<file path="config.mk">
export PLATFORM = sky130hd
export DESIGN_NAME = demux1a2_2b
export DESIGN_NICKNAME = d
export VERILOG_FILES = /design/src/rtl/demux1a2_2b_pkg.sv /design/src/rtl/demux1a2_2b_fifo_lane.sv /design/src/rtl/demux1a2_2b.sv
export SDC_FILE = /design/constraint.sdc
export NUM_CORES = 1
export LEC_CHECK = 0
export CAP_MARGIN = 20
export CORE_MARGIN = 2
export CORE_UTILIZATION = 39
export CTS_BUF_LIST = sky130_fd_sc_hd__clkbuf_8
export DETAILED_ROUTE_END_ITERATION = 16
export PLACE_DENSITY = 0.66
export SYNTH_ARGS = -nofsm -noshare
export SYNTH_HDL_FRONTEND = slang
export SYNTH_SLANG_ARGS = --single-unit
</file>
<file path="constraint.sdc">
create_clock -name clk -period 4.3 [get_ports clk]
set_clock_uncertainty 0.2 [all_clocks]
set_input_delay 1.075 -clock clk [delete_from_list [all_inputs] [get_ports clk]]
set_output_delay 1.075 -clock clk [all_outputs]
set_load 0.03 [all_outputs]
</file>
<file path="src/rtl/demux1a2_2b_pkg.sv">
// demux_pkg: shared defaults and constants for the 1:2 valid/data demultiplexer.
//   DATA_W / DEPTH : default word width and per-lane FIFO depth
//   LANE0 / LANE1  : lane index encodings used by the selector
//   PTR_W / CNT_W  : pointer and occupancy widths derived from DEPTH
package demux_pkg;

    localparam int unsigned DATA_W = 2;
    localparam int unsigned DEPTH  = 4;

    localparam int unsigned PTR_W  = $clog2(DEPTH);
    localparam int unsigned CNT_W  = $clog2(DEPTH) + 1;

    localparam logic LANE0 = 1'b0;
    localparam logic LANE1 = 1'b1;

endpackage : demux_pkg

</file>
<file path="src/rtl/demux1a2_2b_fifo_lane.sv">
// fifo_lane: show-ahead synchronous FIFO for one demux lane.
// The head word is held in a register so data_o is valid the cycle after the
// word is written into an empty lane, and reads 0 whenever the lane is empty.
// Ports:
//   clk, reset_L : clock, synchronous active-low reset
//   push_i       : write data_i (ignored while full)
//   data_i       : word to write
//   pop_i        : remove head word (ignored while empty)
//   data_o       : head word, 0 when empty
//   empty_o      : no words stored
//   full_o       : DEPTH words stored
module fifo_lane
    import demux_pkg::*;
#(
    parameter int unsigned DATA_W = demux_pkg::DATA_W,
    parameter int unsigned DEPTH  = demux_pkg::DEPTH
) (
    input  logic              clk,
    input  logic              reset_L,
    input  logic              push_i,
    input  logic [DATA_W-1:0] data_i,
    input  logic              pop_i,
    output logic [DATA_W-1:0] data_o,
    output logic              empty_o,
    output logic              full_o
);

    localparam int unsigned PTR_W = $clog2(DEPTH);
    localparam int unsigned CNT_W = $clog2(DEPTH) + 1;

    logic [DATA_W-1:0] mem_q [DEPTH];
    logic [PTR_W-1:0]  wr_ptr_q, wr_ptr_d;
    logic [PTR_W-1:0]  rd_ptr_q, rd_ptr_d;
    logic [CNT_W-1:0]  count_q,  count_d;
    logic [DATA_W-1:0] head_q,   head_d;
    logic              empty_q,  empty_d;
    logic              full_q,   full_d;
    logic              do_push;
    logic              do_pop;

    // Qualify requests against current occupancy
    assign do_push = push_i & (count_q != CNT_W'(DEPTH));
    assign do_pop  = pop_i  & (count_q != CNT_W'(0));

    // Next-state: pointers wrap naturally because DEPTH is a power of two
    always_comb begin
        wr_ptr_d = wr_ptr_q;
        rd_ptr_d = rd_ptr_q;
        count_d  = count_q;
        head_d   = head_q;
        empty_d  = empty_q;
        full_d   = full_q;

        if (do_push) begin
            wr_ptr_d = wr_ptr_q + PTR_W'(1);
        end
        if (do_pop) begin
            rd_ptr_d = rd_ptr_q + PTR_W'(1);
        end
        count_d = count_q + CNT_W'(do_push) - CNT_W'(do_pop);

        // New head comes from the word being written only when the lane
        // drains to (or starts from) nothing older than this push.
        if (count_d == CNT_W'(0)) begin
            head_d = '0;
        end else if (do_push && (rd_ptr_d == wr_ptr_q)) begin
            head_d = data_i;
        end else begin
            head_d = mem_q[rd_ptr_d];
        end

        empty_d = (count_d == CNT_W'(0));
        full_d  = (count_d == CNT_W'(DEPTH));
    end

    // Storage array; contents need no reset since occupancy is tracked
    always_ff @(posedge clk) begin
        if (reset_L && do_push) begin
            mem_q[wr_ptr_q] <= data_i;
        end
    end

    // Control and head registers
    always_ff @(posedge clk) begin
        if (!reset_L) begin
            wr_ptr_q <= '0;
            rd_ptr_q <= '0;
            count_q  <= '0;
            head_q   <= '0;
            empty_q  <= 1'b1;
            full_q   <= 1'b0;
        end else begin
            wr_ptr_q <= wr_ptr_d;
            rd_ptr_q <= rd_ptr_d;
            count_q  <= count_d;
            head_q   <= head_d;
            empty_q  <= empty_d;
            full_q   <= full_d;
        end
    end

    assign data_o  = head_q;
    assign empty_o = empty_q;
    assign full_o  = full_q;

endmodule : fifo_lane

</file>
<file path="src/rtl/demux1a2_2b.sv">
// demux1a2_2b: splits one interleaved valid/data stream into two lanes, each
// buffered by a show-ahead FIFO drained independently by its consumer.
// By default an internal round-robin selector (starting at lane 0) picks the
// destination lane and advances only on an accepted word. With the macro
// DEMUX_SEL_EXT_EN defined, input sel_in chooses the lane instead and no
// selector register exists.
// Ports:
//   clk, reset_L          : clock, synchronous active-low reset
//   sel_in                : lane select (DEMUX_SEL_EXT_EN builds only)
//   data_in, valid_in     : interleaved input word and its qualifier
//   ready_out             : selected lane can take a word (combinational)
//   pop0, pop1            : lane consumers take their head word
//   data_out0/1           : lane head words, 0 when empty
//   valid_out0/1          : lane FIFO not empty
//   full0/1               : lane FIFO holds DEPTH words
module demux1a2_2b #(
    parameter int unsigned DATA_W = demux_pkg::DATA_W,
    parameter int unsigned DEPTH  = demux_pkg::DEPTH
) (
    input  logic              clk,
    input  logic              reset_L,
`ifdef DEMUX_SEL_EXT_EN
    input  logic              sel_in,
`endif
    input  logic [DATA_W-1:0] data_in,
    input  logic              valid_in,
    output logic              ready_out,
    input  logic              pop0,
    input  logic              pop1,
    output logic [DATA_W-1:0] data_out0,
    output logic [DATA_W-1:0] data_out1,
    output logic              valid_out0,
    output logic              valid_out1,
    output logic              full0,
    output logic              full1
);

    import demux_pkg::*;

    logic sel;
    logic accept;
    logic push0;
    logic push1;
    logic empty0;
    logic empty1;

`ifdef DEMUX_SEL_EXT_EN
    assign sel = sel_in;
`else
    logic sel_q, sel_d;

    // Round-robin pointer: holds through idle and stalled cycles
    always_comb begin
        sel_d = sel_q;
        if (accept) begin
            sel_d = ~sel_q;
        end
    end

    always_ff @(posedge clk) begin
        if (!reset_L) begin
            sel_q <= LANE0;
        end else begin
            sel_q <= sel_d;
        end
    end

    assign sel = sel_q;
`endif

    // Only the selected lane's occupancy throttles upstream
    assign ready_out = (sel == LANE1) ? ~full1 : ~full0;
    assign accept    = valid_in & ready_out;
    assign push0     = accept & (sel == LANE0);
    assign push1     = accept & (sel == LANE1);

    fifo_lane #(
        .DATA_W (DATA_W),
        .DEPTH  (DEPTH)
    ) u_lane0 (
        .clk     (clk),
        .reset_L (reset_L),
        .push_i  (push0),
        .data_i  (data_in),
        .pop_i   (pop0),
        .data_o  (data_out0),
        .empty_o (empty0),
        .full_o  (full0)
    );

    fifo_lane #(
        .DATA_W (DATA_W),
        .DEPTH  (DEPTH)
    ) u_lane1 (
        .clk     (clk),
        .reset_L (reset_L),
        .push_i  (push1),
        .data_i  (data_in),
        .pop_i   (pop1),
        .data_o  (data_out1),
        .empty_o (empty1),
        .full_o  (full1)
    );

    assign valid_out0 = ~empty0;
    assign valid_out1 = ~empty1;

endmodule : demux1a2_2b

</file>
Word level (Yosys, flattened, before mapping):

Memories as Yosys holds them, arrays and structs flattened. A register that Yosys moved wholly into a read port is not among the register bits.
Index checks and enable logic that the tools add are counted.
Widths: inputs -> output; s select.

* output and inout port bits: 9
* memories: 2
* word-level logic and storage cells: 53
* register bits after elaboration: 19
* bits in writable memories: 16

* $add $sub $neg: 8
* reductions and logical operators: 8
* bitwise operators: 13
* equal/unequal tests: 4
* multiplexer cells: 7

Memory list
* u_lane0.mem_q: words 4, width 2, rd ports 1, clocked after memory_dff 1, write ports 1, RTL line demux1a2_2b_fifo_lane.sv:31 `logic [DATA_W-1:0] mem_q [DEPTH];`
* u_lane1.mem_q: words 4, width 2, rd ports 1, clocked after memory_dff 1, write ports 1, RTL line demux1a2_2b_fifo_lane.sv:31

Operators with widths (number)
* $add 2x1->2 const B: 4
* $and 1x1->1: 7
* $add 3x1->3: 2
* $eq 3x3->1 const B: 2
* $logic_not 3->1: 2
* $ne 3x3->1 const B: 2
* $not 1->1: 6
* $reduce_bool 3->1: 2
* $sub 3x1->3: 2
* $mux 1: 5
* $mux 2: 2
* $reduce_or 2->1: 2
* $logic_and 1x1->1: 2

Logic depth before layout (Yosys ltp):

Gate-level depths: netlist of the first run.

* depth in word-level cells: 9
* gate-level depth with buffers: 12
* depth with buffers taken out: 12

Hierarchy:

A second synthesis of the first run with hierarchy kept.

* cells, all modules: 188
* area total of the unflattened synthesis: 2073.2 um^2

Modules (own cells, without submodules)
* fifo_lane: cells an instance 89, instances 2, area an instance 997.2 um^2, sequential area each 460.4 um^2
* demux1a2_2b: cells an instance 10, instances 1, area an instance 78.8 um^2, sequential area each 20.0 um^2

Least setup slack after synthesis of the first run:

OpenSTA, ideal clock, no wires.

* path type: input to register
* start point: in valid_in
* end point: reg u_lane0.head_q[1], in the netlist u_lane0.data_o[1] (read register of u_lane0.mem_q)
* arrival time: 3.072 ns
* data required time: 3.999 ns
* setup slack: 0.927 ns
* stages on the path: 9
* setup time: 0.101 ns
* path buffers: 0
* path through: or3b_2 -> a21oi_2 -> ha_1 -> inv_1 -> fa_1 -> xnor3_1 -> nor2b_1 -> a21oi_1 -> o41ai_1

* longest elaborated chain between the ends: 7

RTL lines
* from (decl): RTL line demux1a2_2b.sv:26 `input logic valid_in,`
* $and 1x1->1: RTL line demux1a2_2b.sv:73 `assign accept = valid_in & ready_out;`
* $and 1x1->1: RTL line demux1a2_2b.sv:74 `assign push0 = accept & (sel == LANE0);`
* $and 1x1->1: RTL line demux1a2_2b_fifo_lane.sv:42 `assign do_push = push_i & (count_q != CNT_W'(DEPTH));`
* $add 3x1->3: RTL line demux1a2_2b_fifo_lane.sv:60 `count_d = count_q + CNT_W'(do_push) - CNT_W'(do_pop);`
* $sub 3x1->3: RTL line demux1a2_2b_fifo_lane.sv:60
* $logic_not 3->1: RTL line demux1a2_2b_fifo_lane.sv:64 `if (count_d == CNT_W'(0)) begin`
* $reduce_or 2->1 (no source line)
* to (decl): RTL line demux1a2_2b_fifo_lane.sv:35 `logic [DATA_W-1:0] head_q, head_d;`

No other way between the ends.
A chain may end at the register's enable or synchronous reset.

Final worst setup path of the first run:

* start point: in pop0
* end point: reg u_lane0.head_q[1], in the netlist u_lane0.data_o[1] (read register of u_lane0.mem_q)

* longest elaborated chain between the ends: 4
* elaborated cells on any way between the ends: 5
* classes of those cells: add/sub (1); mux (1); bitwise (1); reduce/logical (2)

RTL lines
* from (decl): RTL line demux1a2_2b.sv:28 `input logic pop0,`
* $and 1x1->1 (*): RTL line demux1a2_2b_fifo_lane.sv:43 `assign do_pop = pop_i & (count_q != CNT_W'(0));`
* $sub 3x1->3: RTL line demux1a2_2b_fifo_lane.sv:60
* $logic_not 3->1: RTL line demux1a2_2b_fifo_lane.sv:64
* $reduce_or 2->1 (no source line)

Every way passes the cells marked *; elsewhere a longest branch is shown, timed or not.

==> results of run 1 <==
-- per-layer routing --
layer  wire length (um)  vias to the layer above  track usage (%)
li1                   -                      724                -
met5                  0                        -                0
met4                 49                        0             4.82
met3                 66                        4             3.14
met2               1720                       14             21.5
met1               1810                      673             16.7
-- cells in the final DEF (no fill, tap or decap), types with 5 or more instances in the layout --
cell type,instances
nor2b_1,8
nor3_1,5
nor2_1,8
nand2_1,7
edfxtp_1,16
clkdlybuf4s50_1,15
dfxtp_1,23
inv_1,16
a21oi_1,8
nand3_1,9
clkbuf_8,5
and3_1,8
mux2i_1,5
ha_1,12
and2_1,8
xnor2_1,7
-- per-stage QoR --
step,hold WS [ns],setup slack [ns],power (uW),instance area (um^2)
floorplan,0.291,0.927,1090,2120
global placement,0.333,0.443,1260,2330
detailed placement,0.335,0.340,1260,2330
CTS,0.350,0.608,1640,2470
global route,0.380,0.462,1740,2470
finish,0.340,0.642,1620,2470
-- registers in the layout, summed over array words and instances, names as in the netlist --
register          flops
sel                   1
u_lane0.count_q       3
u_lane0.data_o        2
u_lane0.empty_o       1
u_lane0.full_o        1
u_lane0.mem_q         8
u_lane0.rd_ptr_q      2
u_lane0.wr_ptr_q      2
u_lane1.count_q       3
u_lane1.data_o        2
u_lane1.empty_o       1
u_lane1.full_o        1
u_lane1.mem_q         8
u_lane1.rd_ptr_q      2
u_lane1.wr_ptr_q      2
-- path summary, 6_finish.rpt --
path / startpoint / end / slack (ns) / cells after the start
worst max-delay path: pop0 / u_lane0.data_o[1] / 0.64 / 12
worst min-delay path: sel / sel / 0.34 / 2
worst min register to register: sel / sel / 0.34 / 2
worst max register to register: u_lane0.count_q[1] / u_lane0.data_o[1] / 1.19 / 11
-- logic make-up (layout without fill, tap and decap cells) --
family	after synthesis	after routing	synth area share, %
compound gates	28	28	10.6
xor+xnor	15	15	8.50
fa+ha+maj	14	14	8.97
buf+inv	25	44	5.49
flops	39	39	44.4
mux	6	6	2.89
simple gates	70	70	19.2
-- area by class of cell --
cell class,count,area [um^2]
clock inverters,3,67.6
multi-input cells,133,1060
clock buffers,5,68.8
inverters,18,70.1
fillers,463,2700
well taps,70,87.6
flip-flops and latches,39,941
repair buffers,18,173
-- power groups by stage --
stage | Sequential, uW | Combinational, uW | Clock [uW]
final | 570 | 688 | 360
after global placement | 580 | 680 | 0
after global routing | 588 | 767 | 386
after CTS | 570 | 699 | 367
after detailed placement | 578 | 686 | 0
after floorplan | 572 | 521 | 0
-- critical path: cells and delay by family --
family / cells / cell delay [ns]
xor gates and xnor gates: 1 / 0.20
and+or+nand+nor: 1 / 0.15
buffers and inverters: 4 / 0.82
adders and majority gates: 3 / 0.76
AOI/OAI and AO/OA: 3 / 0.64
==> results.sh, run 1 <==
export IMPL_status="finished, final reports clean"
export IMPL_power_per_cell_area_nw_per_um2=655
export IMPL_yosysSeqAreaShare_pct=44.4
export IMPL_n_antenna_cell=0
export IMPL_vias=1415
export IMPL_ys_types=49
export IMPL_port_buffers=15
export IMPL_syn_inst=197
export IMPL_insertion_delay_ns=0.29
export IMPL_synth_top_cells_by_count="dfxtp_1, edfxtp_1, inv_1"
export IMPL_worst_path_max_delay_cell="clkdlybuf4s50_1"
export IMPL_syn_avg_cell_area_um2=10.8
export IMPL_ctsHtreeMaxLevel=2
export IMPL_netlist_area_leader_share_pct=22.7
export IMPL_numCtsBuffers=5
export IMPL_holdBufCountCts=0
export IMPL_hold_path_class="reg2reg"
export IMPL_cts_root_buf="clkbuf_8"
export IMPL_die_w_um=77.7
export IMPL_worst_path_largest_cell_delay_ns=0.53
export IMPL_io_pins=16
export IMPL_startpoint_type="input pin"
export IMPL_grt_antenna_before_repair=0
export IMPL_synth_nets=218
export IMPL_netlist_area_um2=2120
export IMPL_first_iter_violations=49
export IMPL_path_class="in2reg"
export IMPL_num_nets_final=236
export IMPL_finalCriticalPeriod_ns=3.66
export IMPL_die_area_um2=6040
export IMPL_core_um2=5170
export IMPL_overflow=0
export IMPL_post_cts_repair_setup_buffers=0
export IMPL_drcViolationCount=0
export IMPL_cp_arrival_ns=3.65
export IMPL_synth_edf_count=16
export IMPL_synth_most_common_cell="dfxtp_1"
export IMPL_combinationalPowerShare_pct=42.5
export IMPL_seqPwrFrac_pct=35.2
export IMPL_area_growth_pct=16.5
export IMPL_p_leak_uw=0.000986
export IMPL_instances_no_fill=286
export IMPL_yosysTopAreaCell="edfxtp_1"
export IMPL_synthArstFlopShare_pct=0
export IMPL_synth_flop_cell="dfxtp_1"
export IMPL_grt_usage_pct=13.1
export IMPL_timing_setup_tns_ns=0
export IMPL_ir_drop_uv=323
export IMPL_die_height_um=77.7
export IMPL_wl_per_cell_um=12.7
export IMPL_ys_seq_elements=39
export IMPL_path_cells="clkdlybuf4s50_1, o31ai_4, inv_2, ha_1, inv_1, ha_1, inv_1, fa_1, xnor3_1, nor2b_1, a21oi_1, o41ai_1"
export IMPL_postLayoutCoreUtil_pct=47.8
export IMPL_post_cts_resized=0
export IMPL_vias_per_cell=4.95
export IMPL_synthTopCellsByArea="edfxtp_1, dfxtp_1, ha_1"
export IMPL_drtPass1Iterations=6
export IMPL_critPathMaxFanout=10
export IMPL_cts_sinks=39
export IMPL_post_route_period_util_pct=85.1
export IMPL_grt_first_pass_wirelength_mm=6.22
export IMPL_clkTransAtPathRegs_ns=0.08
export IMPL_rsz0062_at_grt="false"
export IMPL_hold_viol=0
export IMPL_clock_path_buffers=2
export IMPL_worstSetupEndpointType="flop"
export IMPL_hpwl_mm=2.62
export IMPL_max_freq_ghz=0.273
export IMPL_required_ns=4.29
export IMPL_power_switching_uw=580
export IMPL_grt_pass1_vias=1353
export IMPL_setup_violations=0
export IMPL_ys_warn_count=0
export IMPL_dp_cells=278
export IMPL_relSlewSlack_pct=45.6
export IMPL_placementRows=26
export IMPL_p_int_uw=1040
export IMPL_drv_slew=0
export IMPL_wl_mm=3.64
export IMPL_clkPwrFrac_pct=22.2
export IMPL_start_util_pct=41.0
export IMPL_worst_slew_pin_transition_ns=0.813
export IMPL_gp_congestion=0.775
export IMPL_grt_max_degree=29
export IMPL_ant_nets=0
export IMPL_cts_tree="built"
export IMPL_p_sw_share_pct=35.9
export IMPL_max_cap_viol_count=0
export IMPL_layout_drive_gt1_share_pct=11.1
Power figures use the tool's default switching activity.
==> inputs of run 2 (changes only) <==
SKIP_CTS_REPAIR_TIMING = 1   (was not set)
==> results of run 2 <==
No change in the layout: final DEF, timing and power equal those of run 1.
